### src/rtl/ntt_load_ctrl_if.sv
// ntt_load_ctrl_if: groups the streaming, TF-table, coefficient-memory and
// NTT-control signals of ntt_load_ctrl.
//   master : the controller side (drives s_ready, tf_*, mem_* strobes/buses,
//            ntt_start, m_valid/m_data, busy, err)
//   slave  : the environment side (host stream, memories, NTT core, sink)
interface ntt_load_ctrl_if #(
    parameter int unsigned DW      = 24,
    parameter int unsigned BN      = 16,
    parameter int unsigned MA      = 16,
    parameter int unsigned TF_ROWS = 8,
    parameter int unsigned TF_COLS = 15
);
    localparam int unsigned RW = $clog2(TF_ROWS);
    localparam int unsigned CW = $clog2(TF_COLS);
    localparam int unsigned BW = $clog2(BN);
    localparam int unsigned AW = $clog2(MA);

    logic          start;
    logic [DW-1:0] modulus;
    logic          s_valid;
    logic          s_ready;
    logic [DW-1:0] s_data;
    logic          tf_we;
    logic          tf_const;
    logic [RW-1:0] tf_row;
    logic [CW-1:0] tf_col;
    logic [DW-1:0] tf_wdata;
    logic          mem_we;
    logic          mem_re;
    logic [BW-1:0] mem_bank;
    logic [AW-1:0] mem_addr;
    logic [DW-1:0] mem_wdata;
    logic [DW-1:0] mem_rdata;
    logic          ntt_start;
    logic          ntt_done;
    logic          m_valid;
    logic          m_ready;
    logic [DW-1:0] m_data;
    logic          busy;
    logic          err;

    modport master (
        input  start, modulus, s_valid, s_data, mem_rdata, ntt_done, m_ready,
        output s_ready, tf_we, tf_const, tf_row, tf_col, tf_wdata,
               mem_we, mem_re, mem_bank, mem_addr, mem_wdata,
               ntt_start, m_valid, m_data, busy, err
    );

    modport slave (
        output start, modulus, s_valid, s_data, mem_rdata, ntt_done, m_ready,
        input  s_ready, tf_we, tf_const, tf_row, tf_col, tf_wdata,
               mem_we, mem_re, mem_bank, mem_addr, mem_wdata,
               ntt_start, m_valid, m_data, busy, err
    );
endinterface

### src/rtl/ntt_load_ctrl.sv
// ntt_load_ctrl: streams TF base table, TF constant table and coefficients
// into the NTT top, kicks the NTT, waits for done and streams the banks out
// through a 2-entry output FIFO.
// Ports: clk, rst (async active-low), bus (ntt_load_ctrl_if.master).
// Optional: NTT_LOAD_RANGE_CHECK_EN enables the sticky coefficient range
// error (s_data >= modulus during LD_DATA); otherwise err is tied 0.
module ntt_load_ctrl #(
    parameter int unsigned DW      = 24,
    parameter int unsigned BN      = 16,
    parameter int unsigned MA      = 16,
    parameter int unsigned TF_ROWS = 8,
    parameter int unsigned TF_COLS = 15
) (
    input  logic             clk,
    input  logic             rst,
    ntt_load_ctrl_if.master  bus
);
    localparam int unsigned RW = $clog2(TF_ROWS);
    localparam int unsigned CW = $clog2(TF_COLS);
    localparam int unsigned BW = $clog2(BN);
    localparam int unsigned AW = $clog2(MA);
    localparam int unsigned NW = $clog2(BN * MA);

    typedef enum logic [2:0] {
        IDLE, LD_TFB, LD_TFC, LD_DATA, KICK, RUN, UNLOAD
    } state_t;

    state_t                 state_q, state_d;
    logic [RW-1:0]          row_q;
    logic [CW-1:0]          col_q;
    logic [BW-1:0]          bank_q;
    logic [AW-1:0]          addr_q;
    logic [NW-1:0]          out_q;
    logic                   rd_all_q;
    logic                   infl_q;
    logic [1:0][DW-1:0]     fifo_q;
    logic                   wp_q, rp_q;
    logic [1:0]             occ_q;
    logic                   err_q;

    logic ld_phase, acc, pop, rd_issue;
    logic tfb_last, tfc_last, col_last, bank_last, data_last, out_last;

    assign ld_phase  = (state_q == LD_TFB) || (state_q == LD_TFC) || (state_q == LD_DATA);
    assign acc       = ld_phase && bus.s_valid;
    assign pop       = (occ_q != 2'd0) && bus.m_ready;
    assign col_last  = (col_q == CW'(TF_COLS - 1));
    assign tfb_last  = (row_q == RW'(TF_ROWS - 1)) && col_last;
    assign tfc_last  = (col_q == CW'(TF_COLS - 2));
    assign bank_last = (bank_q == BW'(BN - 1));
    assign data_last = bank_last && (addr_q == AW'(MA - 1));
    assign out_last  = (out_q == NW'(BN * MA - 1));

    // A read may issue if the word popped this cycle frees the slot it needs.
    assign rd_issue = (state_q == UNLOAD) && !rd_all_q &&
                      ((3'(occ_q) + 3'(infl_q)) < (3'd2 + 3'(pop)));

    // State register
    always_ff @(posedge clk or negedge rst) begin
        if (!rst) state_q <= IDLE;
        else      state_q <= state_d;
    end

    // Next-state logic
    always_comb begin
        state_d = state_q;
        case (state_q)
            IDLE:    if (bus.start)          state_d = LD_TFB;
            LD_TFB:  if (acc && tfb_last)    state_d = LD_TFC;
            LD_TFC:  if (acc && tfc_last)    state_d = LD_DATA;
            LD_DATA: if (acc && data_last)   state_d = KICK;
            KICK:                            state_d = RUN;
            RUN:     if (bus.ntt_done)       state_d = UNLOAD;
            UNLOAD:  if (pop && out_last)    state_d = IDLE;
            default:                         state_d = IDLE;
        endcase
    end

    // Outputs: write strobes follow the handshake, indices come from counters
    always_comb begin
        bus.s_ready   = ld_phase;
        bus.tf_we     = 1'b0;
        bus.tf_const  = (state_q == LD_TFC);
        bus.tf_row    = row_q;
        bus.tf_col    = col_q;
        bus.tf_wdata  = '0;
        bus.mem_we    = 1'b0;
        bus.mem_re    = rd_issue;
        bus.mem_bank  = bank_q;
        bus.mem_addr  = addr_q;
        bus.mem_wdata = '0;
        bus.ntt_start = (state_q == KICK);
        bus.m_valid   = (occ_q != 2'd0);
        bus.m_data    = fifo_q[rp_q];
        bus.busy      = (state_q != IDLE);
        bus.err       = err_q;
        if ((state_q == LD_TFB || state_q == LD_TFC) && bus.s_valid) begin
            bus.tf_we    = 1'b1;
            bus.tf_wdata = bus.s_data;
        end
        if (state_q == LD_DATA && bus.s_valid) begin
            bus.mem_we    = 1'b1;
            bus.mem_wdata = bus.s_data;
        end
    end

    // Index counters, read tracking and the 2-entry output FIFO
    always_ff @(posedge clk or negedge rst) begin
        if (!rst) begin
            row_q    <= '0;
            col_q    <= '0;
            bank_q   <= '0;
            addr_q   <= '0;
            out_q    <= '0;
            rd_all_q <= 1'b0;
            infl_q   <= 1'b0;
            fifo_q   <= '0;
            wp_q     <= 1'b0;
            rp_q     <= 1'b0;
            occ_q    <= '0;
        end else begin
            if (acc && state_q == LD_TFB) begin
                col_q <= col_last ? '0 : col_q + CW'(1);
                if (col_last) row_q <= tfb_last ? '0 : row_q + RW'(1);
            end
            if (acc && state_q == LD_TFC) begin
                col_q <= tfc_last ? '0 : col_q + CW'(1);
            end
            // Writes and reads walk bank-fastest, then address.
            if ((acc && state_q == LD_DATA) || rd_issue) begin
                bank_q <= bank_last ? '0 : bank_q + BW'(1);
                if (bank_last) addr_q <= data_last ? '0 : addr_q + AW'(1);
            end
            if (rd_issue && data_last) rd_all_q <= 1'b1;
            infl_q <= rd_issue;
            if (infl_q) begin
                fifo_q[wp_q] <= bus.mem_rdata;
                wp_q         <= ~wp_q;
            end
            if (pop) begin
                rp_q  <= ~rp_q;
                out_q <= out_last ? '0 : out_q + NW'(1);
                if (out_last) rd_all_q <= 1'b0;
            end
            occ_q <= occ_q + 2'(infl_q) - 2'(pop);
        end
    end

`ifdef NTT_LOAD_RANGE_CHECK_EN
    // Sticky out-of-range flag; the offending word is still written.
    always_ff @(posedge clk or negedge rst) begin
        if (!rst)                                         err_q <= 1'b0;
        else if (state_q == IDLE && bus.start)            err_q <= 1'b0;
        else if (acc && state_q == LD_DATA &&
                 bus.s_data >= bus.modulus)               err_q <= 1'b1;
    end
`else
    // modulus only feeds the range comparator.
    logic unused_modulus;
    assign unused_modulus = ^bus.modulus;
    assign err_q          = 1'b0;
`endif

endmodule

### src/flat_wrapper.sv
// flat-port wrapper written by rule: the top's interface ports become plain ports
module ntt_load_ctrl_flat 
#(
    parameter int unsigned DW      = 24,
    parameter int unsigned BN      = 16,
    parameter int unsigned MA      = 16,
    parameter int unsigned TF_ROWS = 8,
    parameter int unsigned TF_COLS = 15
)
  (clk, rst, bus_start, bus_modulus, bus_s_valid, bus_s_data, bus_mem_rdata, bus_ntt_done, bus_m_ready, bus_s_ready, bus_tf_we, bus_tf_const, bus_tf_row, bus_tf_col, bus_tf_wdata, bus_mem_we, bus_mem_re, bus_mem_bank, bus_mem_addr, bus_mem_wdata, bus_ntt_start, bus_m_valid, bus_m_data, bus_busy, bus_err);
  ntt_load_ctrl_if #(.DW(DW), .BN(BN), .MA(MA), .TF_ROWS(TF_ROWS), .TF_COLS(TF_COLS)) bus_i ();
  input  logic clk;
  input  logic rst;
  input wire logic [$bits(bus_i.start)-1:0] bus_start;
  input wire logic [$bits(bus_i.modulus)-1:0] bus_modulus;
  input wire logic [$bits(bus_i.s_valid)-1:0] bus_s_valid;
  input wire logic [$bits(bus_i.s_data)-1:0] bus_s_data;
  input wire logic [$bits(bus_i.mem_rdata)-1:0] bus_mem_rdata;
  input wire logic [$bits(bus_i.ntt_done)-1:0] bus_ntt_done;
  input wire logic [$bits(bus_i.m_ready)-1:0] bus_m_ready;
  output wire logic [$bits(bus_i.s_ready)-1:0] bus_s_ready;
  output wire logic [$bits(bus_i.tf_we)-1:0] bus_tf_we;
  output wire logic [$bits(bus_i.tf_const)-1:0] bus_tf_const;
  output wire logic [$bits(bus_i.tf_row)-1:0] bus_tf_row;
  output wire logic [$bits(bus_i.tf_col)-1:0] bus_tf_col;
  output wire logic [$bits(bus_i.tf_wdata)-1:0] bus_tf_wdata;
  output wire logic [$bits(bus_i.mem_we)-1:0] bus_mem_we;
  output wire logic [$bits(bus_i.mem_re)-1:0] bus_mem_re;
  output wire logic [$bits(bus_i.mem_bank)-1:0] bus_mem_bank;
  output wire logic [$bits(bus_i.mem_addr)-1:0] bus_mem_addr;
  output wire logic [$bits(bus_i.mem_wdata)-1:0] bus_mem_wdata;
  output wire logic [$bits(bus_i.ntt_start)-1:0] bus_ntt_start;
  output wire logic [$bits(bus_i.m_valid)-1:0] bus_m_valid;
  output wire logic [$bits(bus_i.m_data)-1:0] bus_m_data;
  output wire logic [$bits(bus_i.busy)-1:0] bus_busy;
  output wire logic [$bits(bus_i.err)-1:0] bus_err;
  assign bus_i.start = bus_start;
  assign bus_i.modulus = bus_modulus;
  assign bus_i.s_valid = bus_s_valid;
  assign bus_i.s_data = bus_s_data;
  assign bus_i.mem_rdata = bus_mem_rdata;
  assign bus_i.ntt_done = bus_ntt_done;
  assign bus_i.m_ready = bus_m_ready;
  assign bus_s_ready = bus_i.s_ready;
  assign bus_tf_we = bus_i.tf_we;
  assign bus_tf_const = bus_i.tf_const;
  assign bus_tf_row = bus_i.tf_row;
  assign bus_tf_col = bus_i.tf_col;
  assign bus_tf_wdata = bus_i.tf_wdata;
  assign bus_mem_we = bus_i.mem_we;
  assign bus_mem_re = bus_i.mem_re;
  assign bus_mem_bank = bus_i.mem_bank;
  assign bus_mem_addr = bus_i.mem_addr;
  assign bus_mem_wdata = bus_i.mem_wdata;
  assign bus_ntt_start = bus_i.ntt_start;
  assign bus_m_valid = bus_i.m_valid;
  assign bus_m_data = bus_i.m_data;
  assign bus_busy = bus_i.busy;
  assign bus_err = bus_i.err;
  ntt_load_ctrl #(.DW(DW), .BN(BN), .MA(MA), .TF_ROWS(TF_ROWS), .TF_COLS(TF_COLS)) u_core (.clk(clk), .rst(rst), .bus(bus_i));
endmodule
### config.mk
export PLATFORM = sky130hd
export DESIGN_NAME = ntt_load_ctrl_flat
export DESIGN_NICKNAME = d
export VERILOG_FILES = /design/src/rtl/ntt_load_ctrl_if.sv /design/src/rtl/ntt_load_ctrl.sv /design/src/flat_wrapper.sv
export SDC_FILE = /design/constraint.sdc
export NUM_CORES = 1
export LEC_CHECK = 0
export ABC_CLOCK_PERIOD_IN_PS = 4800
export CELL_PAD_IN_SITES_DETAIL_PLACEMENT = 1
export CELL_PAD_IN_SITES_GLOBAL_PLACEMENT = 1
export CORE_MARGIN = 3
export CORE_UTILIZATION = 35
export DETAILED_ROUTE_END_ITERATION = 10
export GPL_TIMING_DRIVEN = 0
export HOLD_SLACK_MARGIN = 0.08
export PLACE_DENSITY_LB_ADDON = 0.05
export SKIP_CTS_REPAIR_TIMING = 1
export SYNTH_ARGS = -nofsm -noshare
export SYNTH_HDL_FRONTEND = slang
export SYNTH_SLANG_ARGS = --single-unit
### constraint.sdc
create_clock -name clk -period 4.8 [get_ports clk]
set_clock_uncertainty 0.2 [all_clocks]
set_input_delay 0.96 -clock clk [delete_from_list [all_inputs] [get_ports clk]]
set_output_delay 0.96 -clock clk [all_outputs]
set_load 0.01 [all_outputs]
==> impl_results.md <==
* Outcome: finished clean
* Antenna cell count at 0
* Core Region at 11,500 µm²
* Ports at 174
* Post-route cell area at 6140 µm²
* Routed length on met3 at roughly 960 µm
* Synth warn at 0
* Fill count at 1,254
* Layout area overhead at 47.5%
* Worst slack at placement at roughly 0.32 ns
* Vias/cell at between 4 and 5
* Final nets at just under 600
* CTS clk-pin slew, worst paths at 0.06 ns
* Cell Area, Placed at 5840 µm²
* Critical path's largest stage delay at approximately 0.57 ns
* Yosys reg bits at 80
* Max_slew headroom at 0.578
* Starting density of the core at 0.361
* Setup TNS at 0 ns
* Sequential cell area at 2000 µm²
* Worst setup EP type: primary output
* Ratio of cells with drive above 1 in the final layout at 0.228
* Largest net degree at the start of global routing at 43
* RSZ-0062 raised after global routing: false
* Post-route setup slack at 0.351 ns
* WP buf/inv at 4
* Clock sink total at 80
* Reg2reg setup slack at 2.68 ns
* DRT met1 WL at 4430 µm
* Vias in the first global route at 3,718
* 1st-pass router iterations at 4
* Slowest stage cell on the critical path: clkdlybuf4s50_1
* Critical-path cell list: clkdlybuf4s50_1, nor2b_1, a21boi_2, buf_2, clkbuf_1, and2_1, clkdlybuf4s50_1
* Total wire length at 11,000 µm
* Antenna violations before repair at 0
* Crit-path most repeated cell: clkdlybuf4s50_1
* Top routing layer used: met4
* # setup viols final at 0
* Nature of the critical path startpoint: input port
* Leak at 2.60 nW
* Die height at 115 µm
* MaxCap Viol Count at 0
* Final Cycle Share at 0.927
* Bufs on Longest Clock Path at 2
* CP Max Fanout at 10
* Req. time, crit path at ~3.6 ns
* GRT Overall Usage at 0.173
* Clock power frac at 0.182
* Maximum vdd ir drop at 0.195 mV
* Post-Synthesis Cell Area at 4160 µm²
* CTS Buf Count at 9
* CTS tree: built
* Combinational Power Share at 0.496
* Hold/Removal Path Class: flip-flop to flip-flop
* WL/cell at approximately 17 µm
* Fin. Hold Viols at 0
* DPL Wire Length at approximately 8400 µm
* Sw Share at 0.331
* Antenna viol nets, final at 0
* Root buf cell: clkbuf_16
* Main flop type after synthesis: dfrtp_1
* Seq/Total Area, Yosys at 0.481
* Cell variety after synth at about 50
* GR Overflow Total at 0
* Die area at 13,200 µm²
* Crit Path Class: input port to primary output
* Fmax at ~220 MHz
* Largest delay contributor family on the critical path: buffers and inverters
* First-pass GRT wire length at 18,100 µm
* Fin util at 0.533
* PortBufs at 148
* Synth Instances at roughly 350
* Internal at 2.51 mW
* Clock Latency Late Sink at 0.33 ns
* Multi-input logic area at approximately 2000 µm²
* P_sw at 1.24 mW
* DR vias at 3,247
* Worst Tran Pin Value at 0.632 ns
* Syn Area/Cell at 11.9 µm²
* Final Critical Period at ~4.4 ns
* EDFF count, synth at 0
* H-tree depth at 3
* Crit path DAT at 3.29 ns
* Reg power frac at 0.322
* Wire length on met2 at ~5400 µm
* DRC violations left at 0
* Num rows at 39
* DRC marker count from the first detailed-route iteration at ~130
* Syn_nets at approximately 440
* Asr flop ratio synth at 1.00
* Worst hold slack at 0.278 ns
* Final Max Tran Viols at 0
* Die X at between 100 and 150 µm
* PD cells at 611 nW/µm²
* GPL Wtd Cong at 0.769
-- cell usage after synthesis (6+ instances only) --
| cell | number | area (µm²) |
|---|---|---|
| dfrtp_1 | 80 | 2000 |
| and2_1 | 51 | 319 |
| nand2_1 | 15 | 56.3 |
| mux2_2 | 74 | 833 |
| nor2b_1 | 7 | 43.8 |
| buf_2 | 6 | 30.0 |
| clkbuf_1 | 7 | 26.3 |
| ha_1 | 9 | 113 |
| o21ai_1 | 6 | 30.0 |
| nor2_1 | 10 | 37.5 |
| xnor2_1 | 8 | 70.1 |
-- flip-flops by register name, indices dropped and copies added, names as in the netlist --
register,count
u_core.bus.mem_addr,4
u_core.bus.mem_bank,4
u_core.bus.tf_col,4
u_core.bus.tf_row,3
u_core.fifo_q,48
u_core.infl_q,1
u_core.occ_q,2
u_core.out_q,8
u_core.rd_all_q,1
u_core.rp_q,1
u_core.state_q,3
u_core.wp_q,1
-- metrics by stage --
stage,power [mW],std cells
2_1_floorplan,2.24,349
3_3_place_gp,3.04,640
3_5_place_dp,3.11,641
4_1_cts,3.82,657
5_1_grt,4.02,657
6_report,3.75,657
-- routing by layer --
layer | up-vias | global-route usage
met5 | - | 0
met4 | 0 | 0.0540
met3 | 9 | 0.0658
met2 | 114 | 0.302
met1 | 1594 | 0.194
li1 | 1530 | -
-- cells by family after synthesis --
group,after synthesis,share of synthesized area
AO/OA/AOI/OAI,36,0.0653
XOR/XNOR,13,0.0274
adder cells (fa/ha/maj),9,0.0271
buffers and inverters,23,0.0262
flip-flops,80,0.481
multiplexers,78,0.213
other,1,0.000902
AND/OR/NAND/NOR,109,0.159
-- power groups by stage --
| stage | Sequential, mW | Clock, mW | Combinational [mW] |
|---|---|---|---|
| 2_1_floorplan | 1.17 | 0 | 1.06 |
| 3_3_place_gp | 1.19 | 0 | 1.85 |
| 3_5_place_dp | 1.22 | 0 | 1.89 |
| 4_1_cts | 1.21 | 0.703 | 1.90 |
| 5_1_grt | 1.26 | 0.728 | 2.04 |
| 6_report | 1.21 | 0.681 | 1.86 |
-- layout by cell type (no fill, tap or decap), types with 3 or more instances in the layout --
cell             instances
buf_4                    3
a21o_1                   4
nor2b_1                  7
a21oi_1                  5
xnor2_1                  8
dfrtp_1                 80
nor3_1                   3
nor2_1                  10
o21ai_0                  4
and2_1                  51
nand2_1                 15
o21ai_1                  6
clkbuf_1                 8
mux2_2                  74
nand3_1                  5
clkbuf_16                9
xor2_1                   5
a31oi_1                  3
inv_1                    5
buf_2                    6
ha_1                     9
clkdlybuf4s50_1        147
-- final timing paths --
kind,from,end,cells after the start
hold / removal,u_core.out_q[6]$_DFFE_PN0P_,u_core.out_q[6]$_DFFE_PN0P_,1
hold reg to reg,u_core.out_q[6]$_DFFE_PN0P_,u_core.out_q[6]$_DFFE_PN0P_,1
max in group asynchronous,rst,u_core.bus.tf_col[0]$_DFFE_PN0P_,2
setup / recovery,bus_s_valid,bus_tf_wdata[9],7
setup reg to reg,u_core.occ_q[0]$_DFF_PN0_,u_core.bus.mem_addr[1]$_DFFE_PN0P_,6
min in group asynchronous,rst,u_core.fifo_q[29]$_DFFE_PN0P_,1
-- area by class of cell --
type / count / area share
Multi-Input combinational cell: 246 / 0.334
Timing Repair Buffer: 149 / 0.244
Clock buffer: 11 / 0.0396
Tap cell: 143 / 0.0292
Sequential cell: 80 / 0.326
Inverter: 5 / 0.00306
Clock inverter: 5 / 0.00918
Buffer: 18 / 0.0147
Power figures use the tool's default switching activity.
==> edit 1: new RTL, same settings <==
`BN` is set to 16 in 3 places; all go to 8.
--- a/src/rtl/ntt_load_ctrl_if.sv
+++ b/src/rtl/ntt_load_ctrl_if.sv
@@ -5,7 +5,7 @@
 //   slave  : the environment side (host stream, memories, NTT core, sink)
 interface ntt_load_ctrl_if #(
     parameter int unsigned DW      = 24,
-    parameter int unsigned BN      = 16,
+    parameter int unsigned BN      = 8,
     parameter int unsigned MA      = 16,
     parameter int unsigned TF_ROWS = 8,
     parameter int unsigned TF_COLS = 15
--- a/src/rtl/ntt_load_ctrl.sv
+++ b/src/rtl/ntt_load_ctrl.sv
@@ -6,7 +6,7 @@
 // error (s_data >= modulus during LD_DATA); otherwise err is tied 0.
 module ntt_load_ctrl #(
     parameter int unsigned DW      = 24,
-    parameter int unsigned BN      = 16,
+    parameter int unsigned BN      = 8,
     parameter int unsigned MA      = 16,
     parameter int unsigned TF_ROWS = 8,
     parameter int unsigned TF_COLS = 15
--- a/src/flat_wrapper.sv
+++ b/src/flat_wrapper.sv
@@ -2,7 +2,7 @@
 module ntt_load_ctrl_flat 
 #(
     parameter int unsigned DW      = 24,
-    parameter int unsigned BN      = 16,
+    parameter int unsigned BN      = 8,
     parameter int unsigned MA      = 16,
     parameter int unsigned TF_ROWS = 8,
     parameter int unsigned TF_COLS = 15
Interface: changed (resized bus_mem_bank); port bits go from 174 to 173. The function was not compared with the original's and may differ.
==> edit 1 against the original RTL <==
  * Worst setup slack better by 120 ps
  * Fmax rose by 2.7%
  * Design area decreased by 2.2%
  * Wire length fell by 2.4%
  * Sequential cell count fell by 2
  * Power down 31%
  * Synthesized area down 2.8%
  * Largest cell class unchanged
==> edit 1: results (changes against the original RTL) <==
| Metric | Value |
|---|---|
| Total number of vias | `3181 (was 3247)` |
| DRT Pass-1 Iters | `2 (was 4)` |
| Clock buffer count | `12 (was 11)` |
| Initial antenna violation count | `0 (unchanged)` |
| XOR/XNOR Fraction of Synth Area | `0.0217 (was 0.0274)` |
| GPL Wtd Cong | `0.764 (was 0.769)` |
| Area occupied by multi-input gates | `0.00197 sq mm (was 0.00205 sq mm)` |
| Register share of the cell area | `0.325 (was 0.326)` |
| Compound-Gate Fraction of Synth Area | `0.0567 (was 0.0653)` |
| Synth Area in Adders | `0.0310 (was 0.0271)` |
| Synth Flop Type | `dfrtp_1 (unchanged)` |
| Share of layout cells above drive strength 1 | `0.242 (was 0.228)` |
| Static Leakage | `2.66 nW (was 2.60 nW)` |
| Biggest regs | `u_core.fifo_q: 48 flops, u_core.out_q: 7 flops (was u_core.fifo_q: 48 flops, u_core.out_q: 8 flops)` |
| Register area share after synthesis | `0.483 (was 0.481)` |
| Antenna cells | `0 (unchanged)` |
| CTS Buf Count | `9 (unchanged)` |
| WP data arrival | `3170 ps (was 3290 ps)` |
| Flops & latches, synth | `78 (was 80)` |
| Non-clk invs | `5 (unchanged)` |
| Initial DRC count | `83 (was 131)` |
| Worst Path Max Fanout | `10 (unchanged)` |
| Vias in the first global route | `3371 (was 3718)` |
| Peak VDD IR | `0.249 mV (was 0.195 mV)` |
| Top post-synthesis cells by count | `dfrtp_1, mux2_2, and2_1, nand2_1, nor2_1 (unchanged)` |
| ClkCell Share | `0.0484 (was 0.0487)` |
| Tot GR Track Use | `0.170 (was 0.173)` |
| Largest net degree at the start of global routing | `63 (was 43)` |
| H-tree depth | `3 (unchanged)` |
| Multi-input gates | `239 (was 246)` |
| Mux cell area share after synthesis | `0.217 (was 0.213)` |
| Clock transition at path regs | `60 ps (about the same)` |
| Root Driver | `clkbuf_16 (unchanged)` |
| Synth warn | `0 (unchanged)` |
| Distinct cells, synth | `47 (was 51)` |
| DR WL/cell | `16.6 um (was 16.7 um)` |
| First-pass GRT wire length | `17500 um (was 18100 um)` |
| NonClk Buf Share | `0.266 (was 0.259)` |
| Clock Latency Late Sink | `330 ps (about the same)` |
| Status | `finished clean (unchanged)` |
| Fin nets | `589 (was 596)` |
| Post-synth net total | `430 (was 436)` |
| Switching Fraction | `0.320 (was 0.331)` |
| # port buffers | `147 (was 148)` |
| Nonclk buf count | `168 (was 167)` |
| Post-DP HPWL | `8200 um (was 8430 um)` |
| Slew margin rel. | `0.581 (was 0.578)` |
| Clk buf depth | `2 (unchanged)` |
| Post-Place Worst Slack | `447 ps (was 317 ps)` |
| Fillers | `1177 (was 1254)` |
| Synth area leaders | `dfrtp_1, mux2_2, and2_1 (unchanged)` |
| Async S/R FF share, synth | `1.00 (unchanged)` |
-- edit 1: critical path: stages --
cell	delay, ps
clkdlybuf4s50_1	540
nor2b_2	250
and3_1	190
buf_4	190
clkbuf_1	300
and2_1	180
clkdlybuf4s50_1	550
-- edit 1: per-stage QoR --
step | std cells | hold WS, ps | cell area [sq um] | TNS (ps) | total power, mW
floorplan | 342 | 234 | 4040 | 0 | 1.39
global placement | 629 | 248 | 5690 | -17860 | 1.90
detailed placement | 630 | 254 | 5710 | 0 | 1.92
CTS | 645 | 264 | 6000 | 0 | 2.62
global route | 645 | 292 | 6000 | 0 | 2.75
finish | 645 | 263 | 6000 | 0 | 2.58
-- edit 1: path summary, 6_finish.rpt --
path / startpoint / endpoint / slack, ps / cells after the start
max: bus_s_valid / bus_mem_wdata[6] / 470 / 7
min reg2reg: u_core.out_q[6] / u_core.out_q[6] / 260 / 1
min in group asynchronous: rst / u_core.fifo_q[27] / 290 / 1
max reg2reg: u_core.infl_q / u_core.bus.mem_addr[1] / 2660 / 6
max in group asynchronous: rst / u_core.bus.mem_addr[0] / 3530 / 2
min: u_core.out_q[6] / u_core.out_q[6] / 260 / 1
-- edit 1: power groups by stage --
stage / combinational [mW] / sequential [mW] / clock, mW
after floorplan: 0.537 / 0.852 / 0
after global placement: 1.05 / 0.851 / 0
after detailed placement: 1.07 / 0.857 / 0
after CTS: 1.08 / 0.846 / 0.699
after global routing: 1.16 / 0.862 / 0.727
final: 1.05 / 0.846 / 0.678
-- edit 1: routing by layer --
metal | up-vias | GRT usage | routed length (um)
met5 | - | 0 | 0
met4 | 0 | 0.0689 | 236
met3 | 17 | 0.0366 | 543
met2 | 91 | 0.288 | 5230
met1 | 1570 | 0.211 | 4680
li1 | 1503 | - | -
==> edit 2: new RTL, same settings <==
Made on the original files. Encoding of `state_t`: now Gray code (3 bits for 7 states).
--- a/src/rtl/ntt_load_ctrl.sv
+++ b/src/rtl/ntt_load_ctrl.sv
@@ -22,7 +22,7 @@
     localparam int unsigned NW = $clog2(BN * MA);
 
     typedef enum logic [2:0] {
-        IDLE, LD_TFB, LD_TFC, LD_DATA, KICK, RUN, UNLOAD
+        IDLE = 3'b000, LD_TFB = 3'b001, LD_TFC = 3'b011, LD_DATA = 3'b010, KICK = 3'b110, RUN = 3'b111, UNLOAD = 3'b101
     } state_t;
 
     state_t                 state_q, state_d;
Behaviour: same outputs for any inputs over 10 cycles, from zero or initial values and one cycle with rst low; not proved beyond that.
==> edit 2 against the original RTL <==
  * Non-clock buffer count down 1
  * Sequential share of layout area up 0.080 points
  * Critical path type unchanged
  * Design area down 0.24%
  * Wire length down 0.94%
  * Via count down 0.15%
  * Register-to-register slack worse by 50 ps
  * Sequential cell count unchanged
  * Worst hold slack better by 16 ps
  * Worst setup slack better by 270 ps
  * Highest routed layer unchanged
  * Synthesized area down 1.2%
Power is not compared: it rests on default switching activity, and its combinational part moved more than twofold at a synthesized area within 25%.
==> edit 2: results (changes against the original RTL) <==
| Metric | Value |
|---|---|
| Status | `finished clean (unchanged)` |
| Biggest regs | `u_core.fifo_q: 48 flops, u_core.out_q: 8 flops (unchanged)` |
| Initial DRC count | `117 (was 131)` |
| Initial antenna violation count | `0 (unchanged)` |
| DRT Pass-1 Iters | `4 (unchanged)` |
| # port buffers | `148 (unchanged)` |
| Reg2Reg Depth | `6 (unchanged)` |
| Clock Latency Late Sink | `330 ps (about the same)` |
| XOR/XNOR Fraction of Synth Area | `0.0256 (was 0.0274)` |
| Tot GR Track Use | `0.173 (about the same)` |
| Compound-Gate Fraction of Synth Area | `0.0588 (was 0.0653)` |
| Met3 GRT Util | `0.0756 (was 0.0658)` |
| First-pass GRT wire length | `18100 um (about the same)` |
| Worst hold stages | `1 (unchanged)` |
| Fillers | `1207 (was 1254)` |
| Worst Path Max Fanout | `10 (unchanged)` |
| Post-DP HPWL | `7990 um (was 8430 um)` |
| DP Area | `0.00579 sq mm (was 0.00584 sq mm)` |
| Met2 Track Usage GR | `0.283 (was 0.302)` |
| GPL Wtd Cong | `0.740 (was 0.769)` |
| Clk buf depth | `2 (unchanged)` |
| Async S/R FF share, synth | `1.00 (unchanged)` |
| Share of layout cells above drive strength 1 | `0.224 (was 0.228)` |
| Die area | `0.0131 sq mm (was 0.0132 sq mm)` |
| Max reg flops | `48 (unchanged)` |
| Top post-synthesis cells by count | `dfrtp_1, mux2_2, and2_1, nand2_1, o21ai_0 (was dfrtp_1, mux2_2, and2_1, nand2_1, nor2_1)` |
| Synth Flop Type | `dfrtp_1 (unchanged)` |
| Fin nets | `595 (was 596)` |
| Antenna cells | `0 (unchanged)` |
| Distinct cells, synth | `46 (was 51)` |
| Largest net degree at the start of global routing | `48 (was 43)` |
| Register area share after synthesis | `0.487 (was 0.481)` |
| Post-Place Worst Slack | `616 ps (was 317 ps)` |
| Worst min-delay path category | `flip-flop to flip-flop (unchanged)` |
| Slew margin rel. | `0.591 (was 0.578)` |
| Static Leakage | `2.69 nW` |
| Int Pwr | `1.60 mW` |
| DR WL/cell | `16.6 um (was 16.7 um)` |
| Synth warn | `0 (unchanged)` |
| Clock transition at path regs | `60 ps (about the same)` |
| Mux cell area share after synthesis | `0.215 (was 0.213)` |
| GR Layer Usage met1 | `0.206 (was 0.194)` |
| H-tree depth | `3 (unchanged)` |
| Post-synth net total | `435 (was 436)` |
| Synth Area in Adders | `0.0274 (was 0.0271)` |
| Via density | `4.96 (was 4.94)` |
| Root Driver | `clkbuf_16 (unchanged)` |
| WP data arrival | `3020 ps (was 3290 ps)` |
| CTS Buf Count | `9 (unchanged)` |
| Synth area leaders | `dfrtp_1, mux2_2, and2_1 (unchanged)` |
| Peak VDD IR | `0.219 mV` |
| Vias in the first global route | `3666 (was 3718)` |
-- edit 2: changes by cell type in the layout (fill, tap and decap cells not counted), sizes merged, moves of 3 or more --
cell	change
a21o	-3
nand3	+3
nor2b	-7
nor3	+4
-- edit 2: path summary, 6_finish.rpt --
kind,start,end,slack (ps)
worst min-delay path,u_core.wp_q,u_core.wp_q,290
worst max register to register,u_core.occ_q[0],u_core.bus.mem_addr[0],2630
max in group asynchronous,rst,u_core.out_q[3],3420
worst min register to register,u_core.wp_q,u_core.wp_q,290
worst max-delay path,bus_s_valid,bus_mem_wdata[22],620
min in group asynchronous,rst,u_core.fifo_q[10],380
-- edit 2: final cells by class --
| type | instances | area [sq um] | area share |
|---|---|---|---|
| Clock inverter | 5 | 78.8 | 0.0129 |
| Buffer | 17 | 95.1 | 0.0155 |
| Clock buffer | 11 | 253 | 0.0413 |
| Multi-Input combinational cell | 243 | 1980 | 0.323 |
| Timing Repair Buffer | 149 | 1510 | 0.246 |
| Inverter | 8 | 31.3 | 0.00511 |
| Sequential cell | 80 | 2000 | 0.327 |
| Tap cell | 140 | 175 | 0.0286 |
-- edit 2: routing by layer --
layer | routed length, um | share of wire
met2 | 5050 | 0.46
met5 | 0 | 0
met4 | 135 | 0.012
met3 | 1100 | 0.10
met1 | 4580 | 0.42
-- edit 2: worst max-delay path, stage by stage --
cell,delay (ps)
clkdlybuf4s50_1,660
and3_4,250
buf_6,130
clkbuf_1,290
and2_1,180
clkdlybuf4s50_1,550
-- edit 2: per-stage QoR --
stage / std cells / utilization
2_1_floorplan: 348 / -
3_3_place_gp: 636 / 0.516
3_5_place_dp: 637 / 0.518
4_1_cts: 653 / 0.548
5_1_grt: 653 / 0.548
6_report: 653 / 0.548
-- edit 2: cell families (layout without fill, tap and decap cells) --
family                   count (synthesis)  count (layout)
AND/OR/NAND/NOR                        106             106
multiplexers                            77              77
flip-flops                              80              80
other                                    1               1
XOR/XNOR                                12              12
adder cells (fa/ha/maj)                  9               9
buffers and inverters                   25             190
AO/OA/AOI/OAI                           38              38
-- edit 2: power groups by stage --
stage                     Sequential [mW]  Combinational [mW]  Clock (mW)
after floorplan                     0.828               0.333           0
after global placement              0.834               0.651           0
after detailed placement            0.839               0.670           0
after CTS                           0.832               0.676       0.768
after global routing                0.846               0.726       0.793
final                               0.831               0.661       0.747
